===== config.mk =====
export PLATFORM = sky130hd
export DESIGN_NAME = spi_xfer_master
export DESIGN_NICKNAME = d
export VERILOG_FILES = /design/src/rtl/spi_pkg.sv /design/src/rtl/spi_clkgen.sv /design/src/rtl/spi_xfer_master.sv
export SDC_FILE = /design/constraint.sdc
export NUM_CORES = 1
export LEC_CHECK = 0
export ABC_AREA = 1
export CAP_MARGIN = 10
export CORE_ASPECT_RATIO = 1.2
export CORE_MARGIN = 1
export CORE_UTILIZATION = 32
export CTS_BUF_LIST = sky130_fd_sc_hd__clkbuf_16
export CTS_CLUSTER_DIAMETER = 100
export CTS_CLUSTER_SIZE = 24
export DETAILED_ROUTE_END_ITERATION = 10
export PLACE_DENSITY = 0.55
export REMOVE_ABC_BUFFERS = 1
export SYNTH_ARGS = -nofsm -noshare
export SYNTH_HDL_FRONTEND = slang
export SYNTH_HIERARCHICAL = 1
export SYNTH_SLANG_ARGS = --single-unit

===== constraint.sdc =====
create_clock -name clock -period 2.7 [get_ports clock]
set_input_delay 0.405 -clock clock [delete_from_list [all_inputs] [get_ports clock]]
set_output_delay 0.405 -clock clock [all_outputs]
set_load 0.05 [all_outputs]

===== src/rtl/spi_pkg.sv =====
// spi_pkg: shared state encoding and widths for the SPI transfer master
package spi_pkg;
  localparam int DW = 16;
  localparam int LW = 5;
  typedef enum logic [2:0] {IDLE, SETUP, HIGH, LOW, HOLD, DONE} state_t;
endpackage


===== src/rtl/spi_clkgen.sv =====
// spi_clkgen: half-period tick generator, restarts whenever it is enabled
module spi_clkgen #(
  parameter int DIV_HALF = 2
) (
  input  logic clock,
  input  logic reset,
  input  logic i_en,
  output logic o_tick
);
  logic [7:0] r_cnt;
  // tick on the last cycle of each half period while enabled
  always_comb o_tick = i_en && (r_cnt == 8'(DIV_HALF - 1));
  // counter holds at zero while disabled and wraps on every tick so consecutive phases stay DIV_HALF long
  always_ff @(posedge clock) r_cnt <= (reset || !i_en || o_tick) ? '0 : r_cnt + 8'd1;
endmodule


===== src/rtl/spi_xfer_master.sv =====
// spi_xfer_master: single-transfer SPI mode-0 master with request/response handshakes
module spi_xfer_master
  import spi_pkg::*;
#(
  parameter int DIV_HALF = 2,
  parameter int MAX_LEN  = 16
) (
  input  logic          clock,
  input  logic          reset,
  input  logic          req_valid,
  output logic          req_ready,
  input  logic [DW-1:0] tx_data,
  input  logic [LW-1:0] len,
  output logic          rsp_valid,
  input  logic          rsp_ready,
  output logic [DW-1:0] rx_data,
  output logic          sck,
  output logic          ss,
  output logic          mosi,
  input  logic          miso
);
  state_t        r_state, w_next;
  logic [DW-1:0] r_tx, r_rx;
  logic [LW-1:0] r_len, r_bits, w_len, w_sh;
  logic          w_accept, w_en, w_tick;
  spi_clkgen #(.DIV_HALF(DIV_HALF)) u_clkgen (
    .clock (clock),
    .reset (reset),
    .i_en  (w_en),
    .o_tick(w_tick)
  );
  // state register
  always_ff @(posedge clock) r_state <= reset ? IDLE : w_next;
  // each timed phase lasts one tick; LOW loops back to HIGH until every bit is exchanged
  always_comb begin
    w_next = r_state;
    case (r_state)
      IDLE:    w_next = w_accept ? SETUP : IDLE;
      SETUP:   w_next = w_tick ? HIGH : SETUP;
      HIGH:    w_next = w_tick ? LOW : HIGH;
      LOW:     w_next = w_tick ? (r_bits < r_len ? HIGH : HOLD) : LOW;
      HOLD:    w_next = w_tick ? DONE : HOLD;
      DONE:    w_next = rsp_ready ? IDLE : DONE;
      default: w_next = IDLE;
    endcase
  end
  // outputs decoded from state; mosi and sck are forced idle whenever the slave is deselected
  always_comb begin
    req_ready = (r_state == IDLE) && !reset;
    rsp_valid = (r_state == DONE) && !reset;
    ss        = !(r_state inside {SETUP, HIGH, LOW, HOLD});
    sck       = (r_state == HIGH);
    mosi      = ss || r_tx[DW-1];
    rx_data   = r_rx;
    w_en      = !ss;
    w_accept  = req_valid && req_ready;
    w_len     = (len == '0 || 32'(len) > MAX_LEN) ? LW'(MAX_LEN) : len;
    w_sh      = LW'(DW) - w_len;
  end
  // tx is left-aligned on accept so the next bit is always the MSB; both shifts happen on SCK fall
  always_ff @(posedge clock) begin
    if (reset) begin
      r_tx   <= '0;
      r_rx   <= '0;
      r_len  <= '0;
      r_bits <= '0;
    end else if (w_accept) begin
      r_tx   <= tx_data << w_sh;
      r_rx   <= '0;
      r_len  <= w_len;
      r_bits <= '0;
    end else if (r_state == HIGH && w_tick) begin
      r_tx   <= r_tx << 1;
      r_rx   <= {r_rx[DW-2:0], miso};
      r_bits <= r_bits + LW'(1);
    end
  end
endmodule


==> impl_metrics.csv <==
group,metric,value,unit
critical_path,crit_buf_inv,2,
synthesis,ys.flop_type,"dfxtp_1",
timing,clock.fmax,394,MHz
global_routing,first_global_vias,3049,
clock_network,clock_path_buffers,2,
drt,vias,3291,
drt,remaining_drc_errors,0,
critical_path,crit_type,"reg -> out",
placement,dpl_cell_area,4020,um^2
clock_network,cts_hold_buf,0,
timing,worstMarginPinSlew,509,ps
critical_path,start_kind,"flip-flop",
die,start_util,0.328,
die,die_h,113,um
synthesis,synth-seq-area-share,0.325,
drt,topRoutingLayerUsed,"met4",
global_routing,grt_max_degree,25,
critical_path,critPathCaptureType,"output pin",
drt,route.met2.wl,3910,um
run_status,status,"finished, final reports clean",
timing,slew_viol_final,0,
clock_network,clockRootBuffer,"clkbuf_16",
worst_hold_path,hold_path_class,"reg -> reg",
clock_network,clk_pin_slew,60,ps
clock_network,postCtsSetupRepairBufs,0,
timing,rsz0062_at_grt,"false",
critical_path,crit_arrival,2130,ps
critical_path,critPathMaxFanout,4,
global_routing,grtUsageTotal,0.159,
drt,dr_wl_met3,294,um
die,rows,40,
placement,io_buffers,46,
cells_and_area,n_antenna_cell,0,
drt,routed_wl,7920,um
critical_path,worstPathCellList,"nor2_4, nand2_1, inv_1, nor2_1, or2_2, clkdlybuf4s50_1",
clock_network,numCtsBuffers,5,
placement,dp_slack,-141,ps
synthesis,synth_edf_count,0,
cells_and_area,regArea,1060,um^2
clock_network,cts.htree.levels,2,
run,drv_cap,0,
drt,vias_per_cell,4.76,
timing,max_slew_margin,0.660,
placement,post-dp-hpwl,6190,um
timing,finalSetupViolCount,0,
clock_network,cts.sinks,53,
power_and_ir_drop,p_leak,0.00187,uW
power_and_ir_drop,finalPower,2100,uW
timing,period_minus_slack,2540,ps
global_routing,antenna_found_initial,0,
synthesis,yosysWarnings,6,
synthesis,ys_seq_elements,53,
drt,dr.pass1.iters,4,
critical_path,slowest_stage,"clkdlybuf4s50_1",
drt,m1WireLength,3580,um
power_and_ir_drop,vdd_drop_max,0.349,mV
synthesis,yosysUniqueCellTypes,34,
cells_and_area,fin_area,4220,um^2
synthesis,async_flop_share,0,
cells_and_area,layout-drive-gt1-share,0.126,
die,core,9960,um^2
timing,setup_ws,163,ps
cells_and_area,multiInputGateArea,1820,um^2
cells_and_area,final_nets,599,
synthesis,synthCells,504,
drt,wire_per_inst,11.5,um
die,die_area,10600,um^2
clock_network,cts_tree,"yes",
critical_path,cpPeakStageDelay,790,ps
die,die_x,94.3,um
critical_path,path_delay_family,"buffers and inverters",
clock_network,clock_latency,290,ps
drt,final_antenna_net_count,0,
synthesis,synth.cell_area,3270,um^2
global_routing,grt_pass1_wl,13700,um
cells_and_area,area_delta_synth_final,29.0,%
critical_path,required,2300,ps
die,pin_count,47,
timing,finalHoldViolCount,0,
drt,drtIter0Drc,108,
cells_and_area,num-fill-cells,1077,
synthesis,synth.avg_cell_area,6.49,um^2
power_and_ir_drop,power_density,499,nW/um^2
timing,finClkSkew,5.81,ps
placement,globalplace.congestion,0.877,
global_routing,overflow,0,
timing,period_share,0.940,
-- cell usage in the layout, fill, tap and decap left out, types with 2 or more instances in the layout --
master,count
buf_4,26
nand4_1,6
clkbuf_16,5
buf_12,4
nand2_1,107
clkdlybuf4s50_1,44
ha_1,9
nand3_2,3
nor2_1,35
inv_2,4
bufinv_16,2
a21oi_1,34
nor2_4,3
or2_2,3
inv_1,67
o21ai_0,48
a211oi_1,7
nand2_2,8
dfxtp_1,53
nor2_2,7
nand3_1,72
nor3_1,5
nand3b_1,2
-- repair_timing --
item | CTS | global route
resized for setup | 0 | 1
setup endpoints to repair | 0 | 4
endpoints found under the hold margin | 0 | 0
-- per-layer routing --
metal / vias up / track usage
met1: 1454 / 0.194
met3: 8 / 0.0262
met5: - / 0
met2: 72 / 0.279
li1: 1757 / -
met4: 0 / 0.0533
-- path summary, 6_finish.rpt --
path                         startpoint               endpoint  slack (ps)  cells after the start
hold reg to reg   r_len[1]$_SDFFE_PP0N_  r_len[1]$_SDFFE_PP0N_         460                      2
setup / recovery  r_state[1]$_SDFF_PP0_                   mosi         160                      6
hold / removal    r_len[1]$_SDFFE_PP0N_  r_len[1]$_SDFFE_PP0N_         460                      2
setup reg to reg  r_state[1]$_SDFF_PP0_  r_tx[14]$_SDFFE_PP0P_         460                     15
-- worst min-delay path: stages, from the launching register on --
cell	delay, ps
dfxtp_1	300
inv_1	70
a21oi_1	60
-- synth_stat cells (3+ instances only) --
library cell | count | area share
nor2_1 | 35 | 0.040
dfxtp_1 | 53 | 0.32
ha_1 | 9 | 0.034
inv_1 | 67 | 0.077
nand3_1 | 72 | 0.11
or2_2 | 3 | 0.0057
buf_2 | 6 | 0.0092
a211oi_1 | 7 | 0.016
a21oi_1 | 34 | 0.052
buf_6 | 3 | 0.010
nand2_2 | 7 | 0.013
nor2_2 | 7 | 0.013
inv_2 | 4 | 0.0046
nor3_1 | 5 | 0.0077
nand3_2 | 3 | 0.0092
nand2_1 | 108 | 0.12
nand4_1 | 6 | 0.011
clkbuf_1 | 6 | 0.0069
o21ai_0 | 48 | 0.073
nor2_4 | 3 | 0.010
buf_4 | 3 | 0.0069
-- sequential cells by signal, indices dropped and copies added (netlist names) --
signal,flops
r_bits,5
r_len,5
r_state,3
r_tx,16
rx_data,16
u_clkgen/r_cnt,8
-- final cells by class --
class | instances | share of cell area
clock buffer | 5 | 0.0297
clock inverter | 3 | 0.0163
inverter | 72 | 0.0647
multi-input combinational | 358 | 0.431
sequential | 53 | 0.252
tap | 126 | 0.0374
timing repair buffer | 74 | 0.170
-- cells by family (layout without fill, tap and decap cells) --
kind of cell / Yosys count / in the layout / synth area share
buf+inv: 93 / 154 / 0.121
compound gates: 93 / 93 / 0.153
simple gates: 254 / 254 / 0.361
fa+ha+maj: 9 / 9 / 0.0344
xor+xnor: 2 / 2 / 0.00536
flops: 53 / 53 / 0.325
-- report_power, final --
part	switching [uW]	total [uW]	internal, uW	leakage, uW
logic	267	461	194	0.00134
clock network	290	824	534	0.0000944
registers	12.4	818	805	0.000430
total	569	2100	1530	0.00187
-- metrics by stage --
step	util	TNS [ps]	hold slack, ps	std cells
2_1_floorplan	-	-5000	432	483
3_3_place_gp	0.404	-540	447	683
3_5_place_dp	0.404	-1300	456	683
4_1_cts	0.423	0	466	691
5_1_grt	0.423	0	492	691
6_report	0.423	0	464	691
(Power assumes the default switching activity.)
